`src/rtl/baud_gen_frac_if.sv`:
```
// baud_gen_frac_if: control and tick bundle for the fractional baud generator
interface baud_gen_frac_if #(
  parameter int INT_W  = 16,
  parameter int FRAC_W = 4
);
  logic              en;
  logic [INT_W-1:0]  dvsr_int;
  logic [FRAC_W-1:0] dvsr_frac;
  logic              load;
  logic              resync;
  logic              sample_tick;
  logic              mid_tick;
  logic              bit_tick;
  logic              cfg_pending;
  modport master (
    output en, dvsr_int, dvsr_frac, load, resync,
    input  sample_tick, mid_tick, bit_tick, cfg_pending
  );
  modport slave (
    input  en, dvsr_int, dvsr_frac, load, resync,
    output sample_tick, mid_tick, bit_tick, cfg_pending
  );
endinterface

```
`src/rtl/baud_gen_frac.sv`:
```
// baud_gen_frac: oversample/mid/bit tick generator with shadowed divisor;
// fractional divisor logic is present only when BAUD_GEN_FRAC_EN is defined.
module baud_gen_frac #(
  parameter int INT_W    = 16,
  parameter int FRAC_W   = 4,
  parameter int OVS      = 16,
  parameter int DEF_INT  = 1,
  parameter int DEF_FRAC = 0
) (
  input logic           clk,
  input logic           rst_n,
  baud_gen_frac_if.slave bus
);
  localparam int SW = $clog2(OVS);
  logic [INT_W-1:0] cnt, active_int, shadow_int, sel_int, eff_int;
  logic [SW-1:0]    sidx;
  logic             pending, sample_q, mid_q, bit_q;
  logic             reload, direct, apply, carry;
  // A same-cycle load+resync reloads with the new inputs; otherwise a pending shadow wins
  always_comb begin
    sel_int = (bus.resync && bus.load) ? bus.dvsr_int : pending ? shadow_int : active_int;
    eff_int = (sel_int == '0) ? INT_W'(1) : sel_int;
    reload  = bus.en && cnt == '0 && !bus.resync;
    direct  = bus.load && (!bus.en || bus.resync);
    apply   = pending && (reload || bus.resync);
  end
  always_ff @(posedge clk or negedge rst_n) begin
    if (!rst_n) begin
      cnt        <= '0;
      sidx       <= '0;
      active_int <= INT_W'(DEF_INT);
      shadow_int <= INT_W'(DEF_INT);
      pending    <= 1'b0;
      sample_q   <= 1'b0;
      mid_q      <= 1'b0;
      bit_q      <= 1'b0;
    end else begin
      sample_q <= reload;
      mid_q    <= reload && sidx == SW'(OVS / 2 - 1);
      bit_q    <= reload && sidx == SW'(OVS - 1);
      if (bus.resync) begin
        cnt  <= eff_int - INT_W'(1);
        sidx <= '0;
      end else if (reload) begin
        cnt  <= eff_int - INT_W'(1) + INT_W'(carry);
        sidx <= (sidx == SW'(OVS - 1)) ? '0 : sidx + SW'(1);
      end else if (bus.en) begin
        cnt <= cnt - INT_W'(1);
      end
      if (bus.load) shadow_int <= bus.dvsr_int;
      if (direct) active_int <= bus.dvsr_int;
      else if (apply) active_int <= shadow_int;
      pending <= direct ? 1'b0 : bus.load ? 1'b1 : apply ? 1'b0 : pending;
    end
  end
`ifdef BAUD_GEN_FRAC_EN
  logic [FRAC_W-1:0] acc, acc_nxt, active_frac, shadow_frac, sel_frac;
  // A zero integer divisor behaves as 1 with the fraction ignored
  always_comb begin
    sel_frac         = (bus.resync && bus.load) ? bus.dvsr_frac : pending ? shadow_frac : active_frac;
    {carry, acc_nxt} = {1'b0, acc} + {1'b0, (sel_int == '0) ? FRAC_W'(0) : sel_frac};
  end
  always_ff @(posedge clk or negedge rst_n) begin
    if (!rst_n) begin
      acc         <= '0;
      active_frac <= FRAC_W'(DEF_FRAC);
      shadow_frac <= FRAC_W'(DEF_FRAC);
    end else begin
      if (bus.resync) acc <= '0;
      else if (reload) acc <= acc_nxt;
      if (bus.load) shadow_frac <= bus.dvsr_frac;
      if (direct) active_frac <= bus.dvsr_frac;
      else if (apply) active_frac <= shadow_frac;
    end
  end
`else
  assign carry = 1'b0;
`endif
  assign bus.sample_tick = sample_q;
  assign bus.mid_tick    = mid_q;
  assign bus.bit_tick    = bit_q;
  assign bus.cfg_pending = pending;
endmodule

```
`src/flat_wrapper.sv`:
```
// flat-port wrapper written by rule: the top's interface ports become plain ports
module baud_gen_frac_flat 
#(
  parameter int INT_W    = 16,
  parameter int FRAC_W   = 4,
  parameter int OVS      = 16,
  parameter int DEF_INT  = 1,
  parameter int DEF_FRAC = 0
)
  (clk, rst_n, bus_en, bus_dvsr_int, bus_dvsr_frac, bus_load, bus_resync, bus_sample_tick, bus_mid_tick, bus_bit_tick, bus_cfg_pending);
  baud_gen_frac_if #(.INT_W(INT_W), .FRAC_W(FRAC_W)) bus_i ();
  input logic clk;
  input logic rst_n;
  input wire logic [$bits(bus_i.en)-1:0] bus_en;
  input wire logic [$bits(bus_i.dvsr_int)-1:0] bus_dvsr_int;
  input wire logic [$bits(bus_i.dvsr_frac)-1:0] bus_dvsr_frac;
  input wire logic [$bits(bus_i.load)-1:0] bus_load;
  input wire logic [$bits(bus_i.resync)-1:0] bus_resync;
  output wire logic [$bits(bus_i.sample_tick)-1:0] bus_sample_tick;
  output wire logic [$bits(bus_i.mid_tick)-1:0] bus_mid_tick;
  output wire logic [$bits(bus_i.bit_tick)-1:0] bus_bit_tick;
  output wire logic [$bits(bus_i.cfg_pending)-1:0] bus_cfg_pending;
  assign bus_i.en = bus_en;
  assign bus_i.dvsr_int = bus_dvsr_int;
  assign bus_i.dvsr_frac = bus_dvsr_frac;
  assign bus_i.load = bus_load;
  assign bus_i.resync = bus_resync;
  assign bus_sample_tick = bus_i.sample_tick;
  assign bus_mid_tick = bus_i.mid_tick;
  assign bus_bit_tick = bus_i.bit_tick;
  assign bus_cfg_pending = bus_i.cfg_pending;
  baud_gen_frac #(.INT_W(INT_W), .FRAC_W(FRAC_W), .OVS(OVS), .DEF_INT(DEF_INT), .DEF_FRAC(DEF_FRAC)) u_core (.clk(clk), .rst_n(rst_n), .bus(bus_i));
endmodule
```
`config.mk`:
```
export PLATFORM = sky130hd
export DESIGN_NAME = baud_gen_frac_flat
export DESIGN_NICKNAME = d
export VERILOG_FILES = /design/src/rtl/baud_gen_frac_if.sv /design/src/rtl/baud_gen_frac.sv /design/src/flat_wrapper.sv
export SDC_FILE = /design/constraint.sdc
export NUM_CORES = 1
export LEC_CHECK = 0
export CAP_MARGIN = 20
export CORE_MARGIN = 2
export CORE_UTILIZATION = 40
export DETAILED_ROUTE_END_ITERATION = 10
export PLACE_DENSITY = 0.57
export SYNTH_ARGS = -nofsm -noshare
export SYNTH_HDL_FRONTEND = slang
export SYNTH_SLANG_ARGS = --single-unit
export TNS_END_PERCENT = 30
```
`constraint.sdc`:
```
create_clock -name clk -period 3.8 [get_ports clk]
set_clock_uncertainty 0.2 [all_clocks]
set_input_delay 0.76 -clock clk [delete_from_list [all_inputs] [get_ports clk]]
set_output_delay 0.76 -clock clk [all_outputs]
set_load 0.02 [all_outputs]
```
# Word level (Yosys, flattened, before mapping)
# Index checks and enable logic that the tools add are counted.
dict set report totals {
  register_bits 56
  latch_bits 0
  mem_bits_rw 0
  rom_bits 0
  input_bits 25
  output_inout_bits 4
  wordCells 44
  memories 0
}
dict set report op_classes {
  add_sub_neg 3
  mul 0
  div_mod_pow 0
  n_lt_le_gt_ge 0
  n_eq_ne 2
  n_shift 0
  muxes 14
  bitwise_logic 0
  reduce_logical 17
}
# op count
set op_table {}
lappend op_table {{$mux 16} 8}
lappend op_table {{$logic_not 16->1} 2}
lappend op_table {{$sub 16x1->16 const B} 2}
lappend op_table {{$mux 4} 3}
lappend op_table {{$logic_and 1x1->1} 7}
lappend op_table {{$reduce_bool 3->1} 2}
lappend op_table {{$add 4x1->4 const B} 1}
lappend op_table {{$eq 4x3->1 const B} 1}
lappend op_table {{$eq 4x4->1 const B} 1}
lappend op_table {{$reduce_bool 2->1} 2}
lappend op_table {{$mux 1} 3}
lappend op_table {{$logic_not 1->1} 2}
lappend op_table {{$logic_or 1x1->1} 2}

# Logic depth before layout (Yosys ltp)
dict set report logic_depth {
  word_depth 8
  mapped_depth 15
  mapped_depth_nobuf 12
}

# Worst setup path before layout
# No wires, ideal clock.
dict set report synth_timing {
  kind {in2reg}
  start {input bus_resync}
  end {register u_core.cnt[8]}
  setup_ps 104
  t_arrival_ps 3564
  t_required_ps 3496
  setup_slack_ps -67
  stages 14
  path_buffers 2
  cell_sequence {buf_4 nand2_2 mux2i_4 or3b_4 or3_4 and2b_1 nor2_1 ha_1 o211a_1 and4_1 clkbuf_1 nand3_1 xnor2_1 a221oi_1}
}
dict set report synth_via {
  elab_chain_cells 7
  word_cells_on_any_way 10
  cone_classes {1 x add/sub; 4 x mux; 5 x reduce/logical}
}
# element line_no
set synth_lines {}
lappend synth_lines {{from (decl)} flat_wrapper.sv:18} ;# input wire logic [$bits(bus_i.resync)-1:0] bus_resync;
lappend synth_lines {{$logic_and 1x1->1} baud_gen_frac.sv:21} ;# sel_int = (bus.resync && bus.load) ? bus.dvsr_int : pending ? shadow_int : active_int;
lappend synth_lines {{$mux 16} baud_gen_frac.sv:21}
lappend synth_lines {{$logic_not 16->1} baud_gen_frac.sv:22} ;# eff_int = (sel_int == '0) ? INT_W'(1) : sel_int;
lappend synth_lines {{$mux 16} baud_gen_frac.sv:22}
lappend synth_lines {{$sub 16x1->16} {baud_gen_frac.sv:42, baud_gen_frac.sv:45}}
lappend synth_lines {{$mux 16} baud_gen_frac.sv:44} ;# end else if (reload) begin
lappend synth_lines {{$mux 16} baud_gen_frac.sv:41} ;# if (bus.resync) begin
lappend synth_lines {{to (signal assigned)} baud_gen_frac.sv:42} ;# cnt <= eff_int - INT_W'(1);
lappend synth_lines {{to (signal assigned)} baud_gen_frac.sv:45} ;# cnt <= eff_int - INT_W'(1) + INT_W'(carry);
lappend synth_lines {{to (signal assigned)} baud_gen_frac.sv:48} ;# cnt <= cnt - INT_W'(1);
lappend synth_lines {{to (decl)} baud_gen_frac.sv:15} ;# logic [INT_W-1:0] cnt, active_int, shadow_int, sel_int, eff_int;
# Several ways; a longest one is shown, not always the timed one.
# A chain may end at the register's enable or synchronous reset.

# Worst setup path after layout
dict set report layout_timing {
  start {register u_core.pending (netlist: u_core.bus.cfg_pending)}
  end {register u_core.cnt[8]}
}
dict set report layout_via {
  elab_chain_cells 7
}
# element line_no
set layout_lines {}
lappend layout_lines {{from (decl)} baud_gen_frac.sv:17} ;# logic pending, sample_q, mid_q, bit_q;
lappend layout_lines {{from (signal assigned)} baud_gen_frac.sv:53} ;# pending <= direct ? 1'b0 : bus.load ? 1'b1 : apply ? 1'b0 : pending;
lappend layout_lines {{$mux 16 (*) (2 in a row)} baud_gen_frac.sv:21}
lappend layout_lines {{$logic_not 16->1} baud_gen_frac.sv:22}
lappend layout_lines {{$mux 16 (*)} baud_gen_frac.sv:22}
lappend layout_lines {{$sub 16x1->16 (*)} {baud_gen_frac.sv:42, baud_gen_frac.sv:45}}
lappend layout_lines {{$mux 16} baud_gen_frac.sv:44}
lappend layout_lines {{$mux 16 (*)} baud_gen_frac.sv:41}
# Mark *: on every way between the ends. The rest lies on a longest branch, timed or not.

==> metrics.cfg <==
[pwr]
power.density_nw_per_um2 = 391
p_leak_nw = 1.85
ir_drop_mv = 0.156

[placed_design]
dpl.cell_count = 522
dp_worst_setup_slack_ps = -335
routabilityCongestion = 0.894
port_buffers = 24
hpwl_mm = 6.12

[hold_path]
hold_start = u_core.sidx[3]$_DFFE_PN0N_
hold_path_class = reg2reg
min_path_cells = 1

[sta]
slew_viol_final = 0
rsz0062_at_grt = no
fin_ws_ps = 345
setup_viol = 0
min_period_ps = 3460
fmax_mhz = 289
fin_crit_sh_pct = 90.9
tightest_slew_ps = 724
finalHoldViolCount = 0
slew_headroom_pct = 51.7

[detailed_routing]
routedWlPerCell_um = 15.9
postRouteAntennaNets = 0
wl_mm = 8.40
drcViolationCount = 0
dr_total_vias = 2899
drtPass1Iterations = 4
avgViaCountPerCell = 5.48
drt-initial-drc-count = 118

[die]
dieArea_um2 = 9470
die_h_um = 97.3
ioPinCount = 29
fp-row-count = 34
core-area_um2 = 8590
initial_core_util_pct = 40.6
floorplan.die.width_um = 97.3

[cts]
cts_buffers = 5
cts_root_buf = clkbuf_8
cts_setup_buffers = 0
insertion_delay_ps = 320
clkTransAtPathRegs_ps = 110
ctsHoldBuffers = 0
cts.htree.levels = 2
clk_path_buf_depth = 2
cts.sinks = 56
cts_tree = built

[setup_path]
worstPathMaxFanout = 9
critPathLaunchType = flip-flop
criticalPathCategory = reg2reg
rr_worst_depth = 13
crit_arrival_ps = 3480
worstReg2RegStart = u_core.bus.cfg_pending$_DFFE_PN0P_
r2r_setup_slack_ps = 340
cp-startpoint = u_core.bus.cfg_pending$_DFFE_PN0P_
cp-end-kind = flip-flop
critPathRequiredTime_ps = 3830
crit_end = u_core.cnt[8]$_DFFE_PN0P_
r2r_end = u_core.cnt[8]$_DFFE_PN0P_

[grt]
antenna_found_initial = 0
grt_pass1_wl_mm = 14.0
grt_overflow = 0
grt_max_degree = 57
track_usage_pct = 18.1
grt_pass1_vias = 2782

[synth]
synth_fp_nets = 391
synth_area_um2 = 3480
ys_seq_area_share_pct = 40.3
ys_async_sr_fraction_pct = 100
synth_edf_count = 0
synth-main-ff-cell = dfrtp_1
ys_types = 59
ys_seq_elements = 56
yosys_warnings = 0
netlist_instances = 363
avgSynthCellArea_um2 = 9.60

[cells_and_area]
layout.cells.non_filler = 529
nFillCells = 795
drive_gt1_share_pct = 23.3
multi_input_comb_area_um2 = 1980
nets = 449
area_growth_syn_to_layout_pct = 22.4
regArea_um2 = 1410
antenna_cells = 0

[flow_run]
max-cap-violations = 0

[run_status]
outcome = completed

[placed cells by master, fill, tap and decap left out, types with 6 or more instances in the layout]
| cell type | instances |
|---|---|
| dfrtp_1 | 53 |
| buf_4 | 44 |
| o21ai_0 | 35 |
| nand2_1 | 32 |
| mux2i_1 | 30 |
| mux2_2 | 24 |
| nor2_1 | 23 |
| clkdlybuf4s50_1 | 21 |
| a21oi_1 | 12 |
| nand3_1 | 11 |
| nand4_1 | 8 |
| nor3_1 | 8 |
| nor4_1 | 7 |
| inv_1 | 6 |
| xnor2_1 | 6 |
[synth_stat cells (all sizes together) (2+ instances only)]
| master | instances | area share, % |
|---|---|---|
| nor3b | 3 | 0.65 |
| and3 | 4 | 0.72 |
| and2 | 4 | 0.72 |
| a211oi | 2 | 0.43 |
| dfrtp | 54 | 39 |
| clkbuf | 14 | 1.5 |
| mux2i | 36 | 11 |
| or2 | 2 | 0.36 |
| inv | 6 | 0.65 |
| or4b | 2 | 0.57 |
| nand3b | 2 | 0.43 |
| buf | 5 | 1.4 |
| ha | 3 | 1.1 |
| nor2b | 3 | 0.54 |
| nor4b | 2 | 0.50 |
| a21o | 3 | 0.65 |
| a21oi | 12 | 1.7 |
| and4 | 3 | 0.75 |
| o21ai | 40 | 5.7 |
| a31oi | 5 | 0.90 |
| o311ai | 2 | 0.50 |
| xnor2 | 6 | 1.5 |
| nand3 | 11 | 1.6 |
| nand4 | 9 | 1.8 |
| nand2b | 3 | 0.54 |
| o22ai | 3 | 0.54 |
| o211ai | 5 | 1.1 |
| nand4b | 2 | 0.50 |
| nor4 | 7 | 1.3 |
| xor2 | 2 | 0.50 |
| dfstp | 2 | 1.5 |
| mux2 | 26 | 8.6 |
| nor3 | 8 | 1.1 |
| o21a | 2 | 0.43 |
| or3 | 4 | 0.86 |
| nand2 | 33 | 3.6 |
| nor2 | 23 | 2.5 |
[metal layers]
metal | vias to the layer above | part of all wire, % | track usage, %
li1 | 1452 | - | -
met1 | 1381 | 49 | 25.4
met2 | 56 | 46 | 29.6
met3 | 10 | 2.9 | 2.66
met4 | 0 | 1.3 | 4.17
met5 | - | 0 | 0
[final cells by class]
type                            instances  share of cell area [%]
Multi-Input combinational cell        282                    46.4
Tap cell                              108                    3.17
Inverter                                6                   0.528
Timing Repair Buffer                   70                    13.9
Clock inverter                          2                    1.41
Clock buffer                            5                    1.61
Sequential cell                        56                    32.9
[what timing repair did]
item                                    4_1_cts  5_1_grt
endpoints found under the setup margin        1        5
pin swaps                                     0        0
resized for setup                             1       10
[flip-flops by register name, indices dropped and copies added, names as in the netlist]
register / count
u_core.active_int: 16
u_core.bus.bit_tick: 1
u_core.bus.cfg_pending: 1
u_core.bus.mid_tick: 1
u_core.bus.sample_tick: 1
u_core.cnt: 16
u_core.shadow_int: 16
u_core.sidx: 4
[cell families (layout without fill, tap and decap cells)]
kind of cell | after synthesis | count (layout) | synth area share (%)
and+or+nand+nor | 129 | 129 | 20.1
AOI/OAI and AO/OA | 80 | 80 | 13.5
muxes | 62 | 62 | 19.5
DFF | 56 | 56 | 40.3
buffers and inverters | 25 | 83 | 3.52
xor gates and xnor gates | 8 | 8 | 2.01
adders and majority gates | 3 | 3 | 1.08
[how the worst min path moves through the flow]
| stage | end | slack, ps |
|---|---|---|
| 6_report | u_core.bus.mid_tick$_DFF_PN0_ | 310 |
| 5_1_grt | u_core.bus.mid_tick$_DFF_PN0_ | 350 |
| 4_1_cts | u_core.bus.mid_tick$_DFF_PN0_ | 310 |
| 3_5_place_dp | u_core.bus.mid_tick$_DFF_PN0_ | 300 |
| 3_3_place_gp | u_core.bus.mid_tick$_DFF_PN0_ | 290 |
| 2_1_floorplan | u_core.bus.mid_tick$_DFF_PN0_ | 250 |
[worst max-delay path, cell delays in order (launching register included)]
cell	delay, ps
dfrtp_2	520
buf_4	230
mux2_2	350
mux2i_2	200
nand4_1	170
or3_4	390
and2b_1	210
nor2_1	50
ha_1	180
o211a_1	100
and4_1	260
nand3_1	120
xnor2_1	80
a221oi_1	280
[report_power, final]
group	switching [W]	internal, W	total, W
clock	0.000204	0.000260	0.000463
sequential	0.0000720	0.000674	0.000746
combinational	0.000222	0.000235	0.000457
[metrics by stage]
step / setup TNS, ps / instance area, um2 / hold slack [ps] / util (%) / power (W)
6_report: 0 / 4270 / 312 / 49.6 / 0.00167
5_1_grt: 0 / 4270 / 352 / 49.6 / 0.00177
4_1_cts: 0 / 4240 / 315 / 49.3 / 0.00168
3_5_place_dp: -1480 / 4110 / 298 / 47.8 / 0.00121
3_3_place_gp: -1440 / 4110 / 295 / 47.8 / 0.00120
2_1_floorplan: 0 / 3490 / 252 / - / 0.00103
(Power assumes the default switching activity.)
